## src/rtl/dmem_bus_if.sv

```systemverilog
// rtl/dmem_bus_if.sv - MEM-stage data access unit: core load/store to req/ack word bus
// Handles lane steering, strobes, load extension, pipeline stall, misalign and timeout errors.
module dmem_bus_if #(
   parameter int TIMEOUT = 16,
   parameter int ADDR_W  = 32
) (
   input  logic              clk,
   input  logic              reset,
   input  logic              cpu_re,
   input  logic              cpu_we,
   input  logic [ADDR_W-1:0] cpu_addr,
   input  logic [31:0]       cpu_wdata,
   input  logic [2:0]        cpu_dm_ctrl,
   output logic [31:0]       cpu_rdata,
   output logic              cpu_stall,
   output logic              misalign_err,
   output logic              bus_err,
   output logic              mem_req,
   output logic              mem_we,
   output logic [ADDR_W-1:0] mem_addr,
   output logic [31:0]       mem_wdata,
   output logic [3:0]        mem_wstrb,
   input  logic              mem_ack,
   input  logic [31:0]       mem_rdata
);
   typedef enum logic [1:0] {IDLE, REQ, DONE} state_t;

   state_t      state, state_nxt;
   logic [7:0]  tmo_cnt;
   logic [1:0]  lat_off;
   logic [2:0]  lat_dm;
   logic        valid, aligned, accept, ack_hit, timeout_hit;
   logic [31:0] wdata_lane, load_ext;
   logic [3:0]  wstrb_lane;
   logic [7:0]  byte_lane;
   logic [15:0] half_lane;

   assign valid = cpu_re | cpu_we;

   always_comb begin
      case (cpu_dm_ctrl)
         3'b000:         aligned = (cpu_addr[1:0] == 2'b00);
         3'b001, 3'b010: aligned = ~cpu_addr[0];
         3'b011, 3'b100: aligned = 1'b1;
         default:        aligned = 1'b0;
      endcase
   end

   assign accept      = (state == IDLE) && valid && aligned;
   assign ack_hit     = (state == REQ) && mem_ack;
   // an ack on the final cycle still wins over the abort
   assign timeout_hit = (state == REQ) && !mem_ack && (tmo_cnt == 8'(TIMEOUT - 1));

   always_ff @(posedge clk or negedge reset) begin
      if (!reset) state <= IDLE;
      else        state <= state_nxt;
   end

   always_comb begin
      state_nxt = state;
      case (state)
         IDLE:    if (accept) state_nxt = REQ;
         REQ:     if (ack_hit || timeout_hit) state_nxt = DONE;
         DONE:    state_nxt = IDLE;
         default: state_nxt = IDLE;
      endcase
   end

   // gated by reset so stall drops the moment reset is asserted
   always_comb begin
      cpu_stall    = 1'b0;
      misalign_err = 1'b0;
      if (reset) begin
         case (state)
            IDLE: begin
               cpu_stall    = valid && aligned;
               misalign_err = valid && !aligned;
            end
            REQ:     cpu_stall = 1'b1;
            default: ;
         endcase
      end
   end

   always_comb begin
      wdata_lane = cpu_wdata;
      wstrb_lane = 4'b1111;
      case (cpu_dm_ctrl)
         3'b001, 3'b010: begin
            wdata_lane = {2{cpu_wdata[15:0]}};
            wstrb_lane = cpu_addr[1] ? 4'b1100 : 4'b0011;
         end
         3'b011, 3'b100: begin
            wdata_lane = {4{cpu_wdata[7:0]}};
            wstrb_lane = 4'b0001 << cpu_addr[1:0];
         end
         default: ;
      endcase
      if (!cpu_we) wstrb_lane = 4'b0000;
   end

   always_comb begin
      byte_lane = mem_rdata[{lat_off, 3'b000} +: 8];
      half_lane = mem_rdata[{lat_off[1], 4'b0000} +: 16];
      case (lat_dm)
         3'b001:  load_ext = {{16{half_lane[15]}}, half_lane};
         3'b010:  load_ext = {16'h0000, half_lane};
         3'b011:  load_ext = {{24{byte_lane[7]}}, byte_lane};
         3'b100:  load_ext = {24'h000000, byte_lane};
         default: load_ext = mem_rdata;
      endcase
   end

   always_ff @(posedge clk or negedge reset) begin
      if (!reset) begin
         mem_req   <= 1'b0;
         mem_we    <= 1'b0;
         mem_addr  <= '0;
         mem_wdata <= '0;
         mem_wstrb <= '0;
         lat_off   <= '0;
         lat_dm    <= '0;
         tmo_cnt   <= '0;
         cpu_rdata <= '0;
         bus_err   <= 1'b0;
      end else begin
         bus_err <= timeout_hit;
         if (accept) begin
            mem_req   <= 1'b1;
            mem_we    <= cpu_we;
            mem_addr  <= {cpu_addr[ADDR_W-1:2], 2'b00};
            mem_wdata <= wdata_lane;
            mem_wstrb <= wstrb_lane;
            lat_off   <= cpu_addr[1:0];
            lat_dm    <= cpu_dm_ctrl;
            tmo_cnt   <= '0;
         end else if (ack_hit || timeout_hit) begin
            mem_req <= 1'b0;
            mem_we  <= 1'b0;
            if (timeout_hit)  cpu_rdata <= '0;
            else if (!mem_we) cpu_rdata <= load_ext;
         end else if (state == REQ) begin
            tmo_cnt <= tmo_cnt + 8'd1;
         end
      end
   end
endmodule

```

## config.mk

```make
export PLATFORM = sky130hd
export DESIGN_NAME = dmem_bus_if
export DESIGN_NICKNAME = d
export VERILOG_FILES = /design/src/rtl/dmem_bus_if.sv
export SDC_FILE = /design/constraint.sdc
export NUM_CORES = 1
export LEC_CHECK = 0
export BUFFER_PORTS_ARGS = -buffer_cell sky130_fd_sc_hd__buf_2
export CAP_MARGIN = 20
export CORE_MARGIN = 4
export CORE_UTILIZATION = 50
export CTS_BUF_LIST = sky130_fd_sc_hd__clkbuf_4
export CTS_CLUSTER_DIAMETER = 30
export DETAILED_ROUTE_END_ITERATION = 7
export PLACE_DENSITY = 0.81
export SYNTH_ARGS = -nofsm -noshare
export SYNTH_HDL_FRONTEND = slang
export SYNTH_SLANG_ARGS = --single-unit
export TNS_END_PERCENT = 20
```

## constraint.sdc

```tcl
create_clock -name clk -period 2.3 [get_ports clk]
set_input_delay 0.115 -clock clk [delete_from_list [all_inputs] [get_ports clk]]
set_output_delay 0.115 -clock clk [all_outputs]
set_load 0.1 [all_outputs]
```

# Word level (Yosys, flattened, before mapping)

Cells that the tools add are included.

Register bits after elaboration: 116
Latch bits: 0
RAM bits: 0
Bits in read-only memories: 0
Bits of input ports: 104
Output and inout port bits: 105
Word-level logic and storage cells: 73
Memories: 0

$add $sub $neg: 1
$mul: 0
Divide/modulo/power cells: 0
Order comparisons: 0
Eq/ne operators: 14
Shifts and indexed selects: 3
Mux-type cells: 21
Bitwise operators: 3
Reductions and logical operators: 20

Operators by type and width:

| cell                                                                     | number |
|---|---|
| 32-bit case mux with 4 select lines                                      | 1 |
| 32-bit 2-to-1 mux                                                        | 2 |
| 32-bit case mux with 2 select lines                                      | 1 |
| 32-bit by 6-bit indexed part select with 16-bit output                   | 1 |
| 32-bit by 6-bit indexed part select with 8-bit output                    | 1 |
| 8-bit 2-to-1 mux                                                         | 3 |
| 3-bit by 2-bit equality test with 1-bit output (second input constant)   | 4 |
| 8-bit by 1-bit adder with 8-bit output (second input constant)           | 1 |
| 8-bit by 4-bit equality test with 1-bit output (second input constant)   | 1 |
| 4-bit 2-to-1 mux                                                         | 2 |
| 4-bit case mux with 2 select lines                                       | 1 |
| 1-bit logical AND                                                        | 7 |
| 3-bit by 1-bit equality test with 1-bit output (second input constant)   | 2 |
| 3-bit equality test (second input constant)                              | 2 |
| 1-bit 2-to-1 mux                                                         | 6 |
| 2-bit logical NOT                                                        | 2 |
| 2-bit 2-to-1 mux                                                         | 2 |
| 2-bit by 1-bit inequality test with 1-bit output (second input constant) | 2 |
| 2-bit inequality test (second input constant)                            | 2 |
| 2-bit case mux with 2 select lines                                       | 1 |
| 2-bit AND reduction                                                      | 2 |
| 2-bit nonzero test                                                       | 2 |
| 2-bit OR reduction                                                       | 2 |
| 1-bit by 2-bit left shift with 4-bit output (first input constant)       | 1 |
| other kinds (9)                                                          | 11 |

# Depth between registers and ports, before layout

Depth after elaboration: 7
Gate-level depth with buffers: 8

# Worst setup path after synthesis

OpenSTA, ideal clock, no wires.

Path type: input to output
Start: input cpu_dm_ctrl[2]
End: output misalign_err
Arrival: 5.507 ns
Required time: 2.185 ns
Setup slack: -3.322 ns
Stages on the path: 4
Cell sequence: buf_4 -> o31a_1 -> clkbuf_1 -> a2111oi_0

Word-level cells in the longest chain between the ends: 7
Elaborated cells on any way between the ends: 12

RTL lines:

| element                                                                      | line | source |
|---|---|---|
| start, declared                                                              | 13   | `input logic [2:0] cpu_dm_ctrl,` |
| 3-bit by 2-bit equality test with 1-bit output, or another cell as far along | 41   | `case (cpu_dm_ctrl)` |
| 2-bit OR reduction                                                           | 41   |  |
| 1-bit case mux with 3 select lines *                                         | 41   |  |
| 1-bit logical NOT *                                                          | 77   | `misalign_err = valid && !aligned;` |
| 1-bit logical AND *                                                          | 77   |  |
| 1-bit 2-to-1 mux *                                                           | 74   | `case (state)` |
| 1-bit 2-to-1 mux *                                                           | 73   | `if (reset) begin` |
| end, declared                                                                | 16   | `output logic misalign_err,` |

Every way passes the cells marked *; elsewhere a longest branch is shown, timed or not.

# Worst setup path after layout

Start: input cpu_dm_ctrl[2]
End: register mem_wdata[29]

Word-level cells in the longest chain between the ends: 4
Elaborated cells on any way between the ends: 10

RTL lines:

| element                                                                      | line   | source |
|---|---|---|
| 3-bit by 2-bit equality test with 1-bit output, or another cell as far along | 41, 88 |  |
| 2-bit OR reduction                                                           | 41, 88 |  |
| 1-bit case mux with 3 select lines                                           | 41     |  |
| 1-bit logical AND                                                            | 49     | `assign accept = (state == IDLE) && valid && aligned;` |
| end signal, assigned                                                         | 132    | `mem_wdata <= wdata_lane;` |
| end, declared                                                                | 21     | `output logic [31:0] mem_wdata,` |

Parallel ways exist; a longest one is shown, timed or not.
A chain may end at the register's enable or synchronous reset.

==> impl_metrics.env <==
export IMPL_status="finished, final reports clean"
export IMPL_cts_sinks=116
export IMPL_antenna_found_initial=0
export IMPL_cp_required_ns=2.79
export IMPL_slowest_stage="or3b_2"
export IMPL_crit_top_cell="dlygate4sd3_1"
export IMPL_clk_latency_ns=0.54
export IMPL_utilization_pct=75.5
export IMPL_root_buffer="clkbuf_4"
export IMPL_synth_top_area_share_pct=51.3
export IMPL_rr_worst_depth=4
export IMPL_path_clk_slew_ns=0.13
export IMPL_setup_viol=0
export IMPL_routed_via_density=5.85
export IMPL_die_area_um2=13100
export IMPL_track_usage_pct=30.9
export IMPL_placed_area_um2=6890
export IMPL_synth_top_area_cell="dfrtp_1"
export IMPL_hold_path_cell_count=3
export IMPL_io_pins=209
export IMPL_initialDrtViolationCount=555
export IMPL_wl_per_cell_um=20.6
export IMPL_drtAntennaViolNets=0
export IMPL_finalMaxSlewViolations=0
export IMPL_area_growth_pct=45.9
export IMPL_ys_flop_type="dfrtp_1"
export IMPL_dp_hpwl_um=11900
export IMPL_portBuffers=206
export IMPL_syn_instance_count=510
export IMPL_max_freq_ghz=0.436
export IMPL_syn_area_per_cell_um2=11.1
export IMPL_rows=38
export IMPL_maxSlewHeadroom_pct=43.3
export IMPL_yosys_warnings=0
export IMPL_critical_path_peak_fanout=16
export IMPL_synthTopCellsByCount="116 x dfrtp_1, 58 x mux2_2, 38 x nor2_1, 29 x nand2_1, 27 x o21ai_0"
export IMPL_cts_buffers=17
export IMPL_fp_dieW_um=114
export IMPL_path_depth=7
export IMPL_start_util_pct=51.7
export IMPL_yosysSeqAreaShare_pct=51.3
export IMPL_synth_top_family_by_area="compound AO/OA/AOI/OAI gates"
export IMPL_diodes=0
export IMPL_drv_cap=0
export IMPL_synth_fa_ha_area_share_pct=0.221
export IMPL_drc=0
export IMPL_hold_path_class="in -> reg"
export IMPL_fin_crit_sh_pct=99.6
export IMPL_finalWeightedCongestion=0.909
export IMPL_hold_worst_slack_ns=0.0302
export IMPL_core_area_um2=10900
export IMPL_finalHoldViolations=0
export IMPL_synth_async_sr_flop_share_pct=100
export IMPL_ys_seq_elements=116
export IMPL_via_count=5689
export IMPL_finClkSkew_ns=0.0250
export IMPL_arrival_ns=2.78
export IMPL_synth_simple_gate_area_share_pct=9.40
export IMPL_finalWirelength_um=20000
export IMPL_grt_overflow=0
export IMPL_dr_pass1_iters=6
export IMPL_yosys_cell_types_count=59
export IMPL_grt_pass1_vias=5927
export IMPL_start_kind="input port"
export IMPL_dp_cells=837
export IMPL_cts_tree="done"
export IMPL_grt_setup_unrepaired="yes"
export IMPL_critPathMaxStageDelay_ns=0.65
export IMPL_instances_no_fill=972
export IMPL_cp_buffers_inverters=3
export IMPL_path_cells="dlygate4sd3_1 > buf_2 > or3b_2 > a21boi_0 > a221o_1 > dlygate4sd3_1 > mux2_2"
export IMPL_synth_compound_area_share_pct=18.0
export IMPL_synth_most_common_cell="dfrtp_1"
export IMPL_path_delay_family="buffers and inverters"
export IMPL_grt_max_degree=117
export IMPL_muxShareOfSynthArea_pct=15.3
export IMPL_synth_edff_count=0
export IMPL_nNetsFinal=924
export IMPL_syn_area_um2=5660
export IMPL_end_kind="flip-flop"
export IMPL_grt_pass1_wl_um=31300
export IMPL_htree_num_levels=4
export IMPL_synthTopCellsByArea="dfrtp_1 51%, mux2_2 12%, mux2i_1 3.4%, nor2_1 2.5%, o21ai_0 2.4%"
export IMPL_clock_path_buffers=2
export IMPL_critical_path_class="in -> reg"
export IMPL_synth_xor_area_share_pct=1.24
export IMPL_tightestPinTransition_ns=0.850
export IMPL_fin_area_um2=8260
export IMPL_die_y_um=114
export IMPL_layout_drive_gt1_share_pct=40.7
export IMPL_fin_crit_ns=2.29
cell usage in the layout (no fill, tap or decap), drive strengths merged, types with 3 or more instances in the layout:
cell | netlist | final
dfrtp | 116 | 116
a211o | 6 | 6
a221o | 9 | 9
or2 | 3 | 3
o2bb2ai | 4 | 4
clkbuf | 17 | 17
nand3 | 7 | 7
mux2 | 58 | 58
a2bb2oi | 7 | 7
clkinvlp | 0 | 3
and3 | 4 | 4
a31oi | 15 | 15
or3 | 4 | 4
nand2 | 29 | 29
a21boi | 9 | 9
a32o | 6 | 6
o31ai | 7 | 7
a31o | 8 | 8
nand4 | 4 | 4
a21oi | 26 | 26
o21ai | 27 | 27
buf | 23 | 229
xor2 | 6 | 6
mux2i | 19 | 19
dlygate4sd3 | 0 | 100
nor2 | 38 | 38
bufinv | 0 | 4
clkinv | 0 | 5
nand2b | 4 | 4
a22o | 8 | 8
inv | 14 | 17
registers in the layout, summed over array words and instances (netlist names), 2 cells and up:
signal and cells:
cpu_rdata 32, lat_dm 3, lat_off 2, mem_addr 30
mem_wdata 32, mem_wstrb 4, state 2, tmo_cnt 8
timing repair:
action                                  CTS  global route
buffers inserted                          0             3
hold endpoints to repair                213             0
resized for setup                         1             8
hold buffers                            100             0
pin swaps                                 0             1
endpoints found under the setup margin    1             8
per-layer routing:
metal	up-vias	share of wire (%)	track usage [%]
met5	-	0	1.18
met3	75	9.4	8.67
met2	357	50	53.1
met4	0	3.8	12.8
li1	2503	-	-
met1	2754	37	36.3
kinds of logic after synthesis:
family          after synthesis
fa+ha+maj                     1
flops                       116
other cells                   1
buf+inv                      54
xor+xnor                      8
simple gates                108
mux                          78
compound gates              144
per-stage QoR:
stage | worst slack (ns) | TNS (ns)
6_report | 0.00902 | 0
5_1_grt | -0.0271 | -0.0710
3_5_place_dp | 0.233 | 0
2_1_floorplan | -0.585 | -1.15
3_3_place_gp | 0.296 | 0
4_1_cts | 0.0187 | 0
worst paths after layout:
kind	from	end	slack [ns]
min	mem_rdata[8]	cpu_rdata[8]	0.03
min in group asynchronous	reset	cpu_rdata[13]	0.22
max reg2reg	lat_off[0]	cpu_rdata[11]	0.21
min reg2reg	cpu_rdata[6]	cpu_rdata[6]	0.48
max in group asynchronous	reset	mem_addr[25]	1.61
max	cpu_dm_ctrl[2]	mem_wdata[29]	0.009
worst reg2reg max path, stage by stage (launching register included):
cell	delay (ns)
dfrtp_1	0.57
mux4_2	0.57
or3b_1	0.40
and3_1	0.25
a22o_1	0.21
final cells by class:
cell class	instances	area, um2
Tap cell	140	175
Fill cell	696	2680
Inverter	14	52.6
Clock inverter	15	205
Timing Repair Buffer	329	2260
Clock buffer	17	128
Sequential cell	116	2900
Multi-Input combinational cell	341	2530
Power is left out: the tool's default activity adds up to more than one toggle a clock period on the data nets, which glitch-free logic cannot reach.
